$ cat config.mk
export PLATFORM = sky130hd
export DESIGN_NAME = dual_slope_sequencer
export DESIGN_NICKNAME = d
export VERILOG_FILES = /design/src/rtl/voltmeter_pkg.sv /design/src/rtl/dual_slope_sequencer_comp_sync.sv /design/src/rtl/dual_slope_sequencer.sv
export SDC_FILE = /design/constraint.sdc
export NUM_CORES = 1
export LEC_CHECK = 0
export CORE_MARGIN = 5
export CORE_UTILIZATION = 51
export DETAILED_ROUTE_END_ITERATION = 10
export PLACE_DENSITY = 0.74
export SLEW_MARGIN = 5
export SYNTH_ARGS = -nofsm -noshare
export SYNTH_HDL_FRONTEND = slang
export SYNTH_SLANG_ARGS = --single-unit
export TNS_END_PERCENT = 20
$ cat constraint.sdc
create_clock -name clk_i -period 4.32 [get_ports clk_i]
set_input_delay 0.864 -clock clk_i [delete_from_list [all_inputs] [get_ports clk_i]]
set_output_delay 0.864 -clock clk_i [all_outputs]
set_load 0.01 [all_outputs]
$ cat src/rtl/voltmeter_pkg.sv
// Shared types and constants for the dual-slope voltmeter front end:
// sequencer state encoding, pulse counter geometry and the switch map.
package voltmeter_pkg;

   localparam int PULSE_WRAP  = 1000;
   localparam int PULSE_CNT_W = 10;

   typedef enum logic [2:0] {
      ST_IDLE        = 3'd0,
      ST_AUTOZERO    = 3'd1,
      ST_INTEGRATE   = 3'd2,
      ST_DEINTEGRATE = 3'd3,
      ST_DONE        = 3'd4
   } state_t;

   typedef struct packed {
      logic az;
      logic in_sel;
      logic ref_sel;
   } sw_t;

   // Exactly one analog switch closed per state; autozero is the safe default.
   function automatic sw_t switch_map(input state_t s);
      sw_t sw;
      sw = '0;
      case (s)
         ST_INTEGRATE:   sw.in_sel  = 1'b1;
         ST_DEINTEGRATE: sw.ref_sel = 1'b1;
         default:        sw.az      = 1'b1;
      endcase
      return sw;
   endfunction

endpackage

$ cat src/rtl/dual_slope_sequencer_comp_sync.sv
// Two-flop synchronizer bringing the asynchronous zero-cross comparator
// into the clk_i domain; both stages clear on reset.
module comp_sync (
   input  logic clk,
   input  logic rst,
   input  logic din,
   output logic dout
);

   logic meta;

   // NOTE: sequential state uses non-blocking assignments so both stages
   // sample the pre-edge values and the chain really delays by two clocks.
   always_ff @(posedge clk or posedge rst) begin
      if (rst) begin
         meta <= 1'b0;
         dout <= 1'b0;
      end else begin
         meta <= din;
         dout <= meta;
      end
   end

endmodule

$ cat src/rtl/dual_slope_sequencer.sv
// Dual-slope conversion controller: autozero, fixed integrate, deintegrate
// until comparator trip or timeout. Optional macro CONT_MODE_EN chains
// conversions back to back without further start_i requests.
module dual_slope_sequencer
   import voltmeter_pkg::*;
#(
   parameter int AZ_PERIODS      = 2,
   parameter int INTEG_PERIODS   = 1,
   parameter int TIMEOUT_PERIODS = 3,
   parameter int RES_W           = 16
) (
   input  logic                   clk_i,
   input  logic                   rst_i,
   input  logic                   start_i,
   input  logic                   comp_i,
   input  logic                   increment_i,
   input  logic [PULSE_CNT_W-1:0] pulse_count_i,
   output logic                   trigger_o,
   output logic                   stop_o,
   output logic                   sw_az_o,
   output logic                   sw_in_o,
   output logic                   sw_ref_o,
   output logic                   busy_o,
   output logic [RES_W-1:0]       result_o,
   output logic                   result_valid_o,
   output logic                   overrange_o
);

   localparam int WRAP_W = 8;

   state_t            state, state_nxt;
   logic [WRAP_W-1:0] wraps, wraps_nxt;
   logic              inc_prev, inc_rise;
   logic              comp_s;
   logic              trig, capture, timeout;
   sw_t               sw_nxt;

   comp_sync u_comp_sync (
      .clk  (clk_i),
      .rst  (rst_i),
      .din  (comp_i),
      .dout (comp_s)
   );

   // A stopped counter can sit at 1000 with increment_i held high, so only
   // rising edges count as wraps.
   assign inc_rise = increment_i & ~inc_prev;
   assign sw_nxt   = switch_map(state_nxt);

   // NOTE: every always_comb output gets a default first so no path leaves
   // a value unassigned and no latch is inferred.
   always_comb begin
      state_nxt = state;
      wraps_nxt = wraps;
      trig      = 1'b0;
      capture   = 1'b0;
      timeout   = 1'b0;
      case (state)
         ST_IDLE: begin
            if (start_i) begin
               state_nxt = ST_AUTOZERO;
               trig      = 1'b1;
               wraps_nxt = '0;
            end
         end
         ST_AUTOZERO: begin
            if (inc_rise) begin
               if (wraps == WRAP_W'(AZ_PERIODS - 1)) begin
                  state_nxt = ST_INTEGRATE;
                  wraps_nxt = '0;
               end else begin
                  wraps_nxt = wraps + 1'b1;
               end
            end
         end
         ST_INTEGRATE: begin
            if (inc_rise) begin
               if (wraps == WRAP_W'(INTEG_PERIODS - 1)) begin
                  state_nxt = ST_DEINTEGRATE;
                  wraps_nxt = '0;
               end else begin
                  wraps_nxt = wraps + 1'b1;
               end
            end
         end
         ST_DEINTEGRATE: begin
            // A trip coinciding with a wrap wins and uses the pre-wrap thousands.
            if (comp_s) begin
               capture   = 1'b1;
               state_nxt = ST_DONE;
            end else if (inc_rise) begin
               if (wraps == WRAP_W'(TIMEOUT_PERIODS - 1)) begin
                  timeout   = 1'b1;
                  state_nxt = ST_DONE;
               end else begin
                  wraps_nxt = wraps + 1'b1;
               end
            end
         end
         ST_DONE: begin
`ifdef CONT_MODE_EN
            state_nxt = ST_AUTOZERO;
            trig      = 1'b1;
            wraps_nxt = '0;
`else
            state_nxt = ST_IDLE;
`endif
         end
         default: state_nxt = ST_IDLE;
      endcase
   end

   always_ff @(posedge clk_i or posedge rst_i) begin
      if (rst_i) begin
         state          <= ST_IDLE;
         wraps          <= '0;
         inc_prev       <= 1'b0;
         trigger_o      <= 1'b0;
         stop_o         <= 1'b0;
         sw_az_o        <= 1'b1;
         sw_in_o        <= 1'b0;
         sw_ref_o       <= 1'b0;
         busy_o         <= 1'b0;
         result_o       <= '0;
         result_valid_o <= 1'b0;
         overrange_o    <= 1'b0;
      end else begin
         state          <= state_nxt;
         wraps          <= wraps_nxt;
         inc_prev       <= (state inside {ST_AUTOZERO, ST_INTEGRATE, ST_DEINTEGRATE})
                           ? increment_i : 1'b0;
         trigger_o      <= trig;
         stop_o         <= capture | timeout;
         sw_az_o        <= sw_nxt.az;
         sw_in_o        <= sw_nxt.in_sel;
         sw_ref_o       <= sw_nxt.ref_sel;
         busy_o         <= (state_nxt != ST_IDLE);
         result_valid_o <= (state == ST_DONE);
         if (capture) begin
            result_o    <= RES_W'(wraps) * RES_W'(PULSE_WRAP) + RES_W'(pulse_count_i);
            overrange_o <= 1'b0;
         end else if (timeout) begin
            result_o    <= RES_W'(TIMEOUT_PERIODS * PULSE_WRAP);
            overrange_o <= 1'b1;
         end
      end
   end

endmodule
==> results.md <==
- Outcome: complete, but fails checks
- Violated checks: negative setup slack
- Yosys cell types: 46
- Root buffer cell: clkbuf_8
- Critical path data arrival time: 4.52 ns
- Max-slew headroom: 58.7%
- Antenna violations before repair: 0
- DIE HEIGHT: 89.4 um
- Tot GR Track Use: 19.5%
- Layout overhead on the synthesized area: 27.5%
- Crit path launch type: flip-flop
- Grt total ovfl: 0
- Die ar.: 7990 um2
- ANT nets after route: 0
- Core Area: 6240 um2
- Storage cell area: 956 um2
- Layout cells sized above 1: 16.0%
- Finish-stage setup viols: 2
- Syn Nets: 410
- Clk slew on worst S/H paths: 0.08 ns
- Slew Viols, Final: 0
- Routed WL per cell: 14.6 um
- WL final: 6.96 mm
- Final #Nets: 478
- Final Worst Setup Slack: -0.0354 ns
- Final instance area: 4100 um2
- Routability cong.: 0.843
- Fillers: 499
- TritonCTS clock tree: built
- Starting DRC count in detailed routing: 92
- Die width: 89.4 um
- Placed cell area: 3890 um2
- Max cap viols: 0
- Crit share post-route: 101%
- Synthesized area per cell: 9.74 um2
- Seq/Total Area, Yosys: 29.6%
- DR pass1 iterations: 4
- EDFF count, synth: 0
- Largest net degree at the start of global routing: 39
- Vias in the first global route: 2595
- Port buffer count: 38
- Num CTS Buffers: 5
- Dpl hpwl: 5.44 mm
- Initial core utilization: 51.5%
- Worst Path Required: 4.49 ns
- Cell area after synthesis: 3210 um2
- Crit-path max FO: 4
- IO Count: 39
- FFs w/ async S/R, synth: 100%
- Clock Skew: 0.00558 ns
- CTS max path bufs: 2
- Place WS: -0.156 ns
- Yosys warnings: 0
- Dominant synthesized flop cell: dfrtp_1
- Post-CTS Hold Buffers: 0
- Final Critical Period: 4.36 ns
- Critical path class: reg2reg
- Unrepaired setup endpoints after global routing: true
- DRC: 0
- N_diodes: 0
- Hold WS: 0.377 ns
- Fmax: 0.230 GHz
- Clk_lat worst skew: 0.29 ns
- Endpoints failing hold: 0
- H-tree levels: 2
- Hold Crit Class: reg2reg
- Clock Sinks: 38
- Area of the multi-input gates: 2160 um2
- Crit. End Element: flip-flop
- Cells after Synth: 330
- Worst-margin pin slew: 0.617 ns
- Global-route wire length before repair: 12.2 mm
- Vias: 2558
- Core Rows: 29
- Vias/cell: 5.37
- Flops & latches, synth: 38
==> cell families (layout without fill, tap and decap cells) <==
family                     Yosys count  after routing  synth area share [%]
DFF                                 38             38                  29.6
buffers and inverters               52            121                  6.27
AOI/OAI and AO/OA                   76             76                  16.2
and+or+nand+nor                     81             81                  12.5
adders and majority gates           65             65                  30.4
xor gates and xnor gates            18             18                  4.90
==> path summary, 6_finish.rpt <==
kind	endpoint	slack (ns)	cells after the start	from
min in group asynchronous	state[2]	1.00	3	rst_i
worst min register to register	u_comp_sync.dout	0.38	0	u_comp_sync.meta
worst min-delay path	u_comp_sync.dout	0.38	0	u_comp_sync.meta
max in group asynchronous	wraps[1]	2.97	3	rst_i
worst max register to register	result_o[12]	-0.04	19	wraps[0]
worst max-delay path	result_o[12]	-0.04	19	wraps[0]
==> repair_timing <==
action / 4_1_cts / 5_1_grt
resized for setup: 11 / 4
setup buffers: 4 / 0
endpoints found under the setup margin: 5 / 6
pin swaps: 10 / 2
==> sequential cells by signal (all words and copies together) (netlist names) <==
signal            flops
stop_o                1
result_valid_o        1
overrange_o           1
trigger_o             1
state                 3
inc_prev              1
result_o             16
u_comp_sync.meta      1
busy_o                1
sw_in_o               1
u_comp_sync.dout      1
sw_az_o               1
sw_ref_o              1
wraps                 8
==> metrics by stage <==
step	utilization, %	cells	setup TNS [ns]
after detailed placement	62.3	464	-0.507
after CTS	65.3	476	-0.0274
after global routing	65.7	476	-1.10
final	65.7	476	-0.0560
after floorplan	-	330	-0.000277
after global placement	62.3	464	-0.0246
==> area by class of cell <==
type	count	share of cell area [%]
sequential	38	23.3
clock buffer	5	1.68
tap	77	2.35
inverter	44	4.03
multi-input combinational	240	52.7
timing repair buffer	69	15.0
clock inverter	3	0.977
==> critical path: stages, from the launching register on <==
cell and delay (ns):
dfrtp_2 0.43, fa_1 0.58, xor2_1 0.17, ha_1 0.26, fa_1 0.49, inv_1 0.05
fa_1 0.49, inv_1 0.06, ha_4 0.28, o21ai_2 0.07, nor2_2 0.11, nor2_1 0.06
ha_2 0.19, buf_4 0.13, buf_4 0.12, nor2_2 0.26, a2111oi_4 0.07, buf_4 0.17
xnor2_1 0.16, o21ai_1 0.07
==> placed cells by master (no fill, tap or decap), types with 3 or more instances in the layout <==
cell             count
clkdlybuf4s50_1     38
nand3_1              5
ha_1                40
fa_1                22
inv_1               42
nor3_1               6
nand2_1             18
and2_1               3
o21ai_1             13
o22a_1               3
buf_4               31
xnor2_1             10
a21oi_1             13
nor2b_1              3
clkbuf_8             5
dfrtp_2              3
dfrtp_1             34
nor2_1              25
o21ai_0             11
a211oi_1             4
xor2_1               8
a31oi_1              3
a22o_1               3
a21o_1               6
==> cell usage after synthesis (3+ instances only) <==
cell type / count / area share, %
nor2_1: 27 / 3.2
nor2b_1: 4 / 0.78
o21ai_1: 13 / 2.0
ha_1: 43 / 17
a211oi_1: 6 / 1.4
a21o_1: 6 / 1.4
o21ai_0: 12 / 1.9
nand2_1: 18 / 2.1
dfrtp_1: 37 / 29
xnor2_1: 10 / 2.7
and2_1: 3 / 0.58
nor3_1: 7 / 1.1
a22o_1: 3 / 0.82
inv_1: 43 / 5.0
o22a_1: 3 / 0.82
a21oi_1: 14 / 2.2
clkbuf_1: 4 / 0.47
nand3_1: 5 / 0.78
a31oi_1: 3 / 0.58
fa_1: 22 / 14
xor2_1: 8 / 2.2
==> metal layers <==
metal / share of wire, % / GRT usage [%]
met1: 45 / 24.6
met2: 50 / 34.4
met3: 3.5 / 2.95
met4: 1.7 / 5.95
met5: 0 / 0
Power is not shown: default switching activity piles up to over one toggle a cycle in this logic, so the estimate is an artifact.
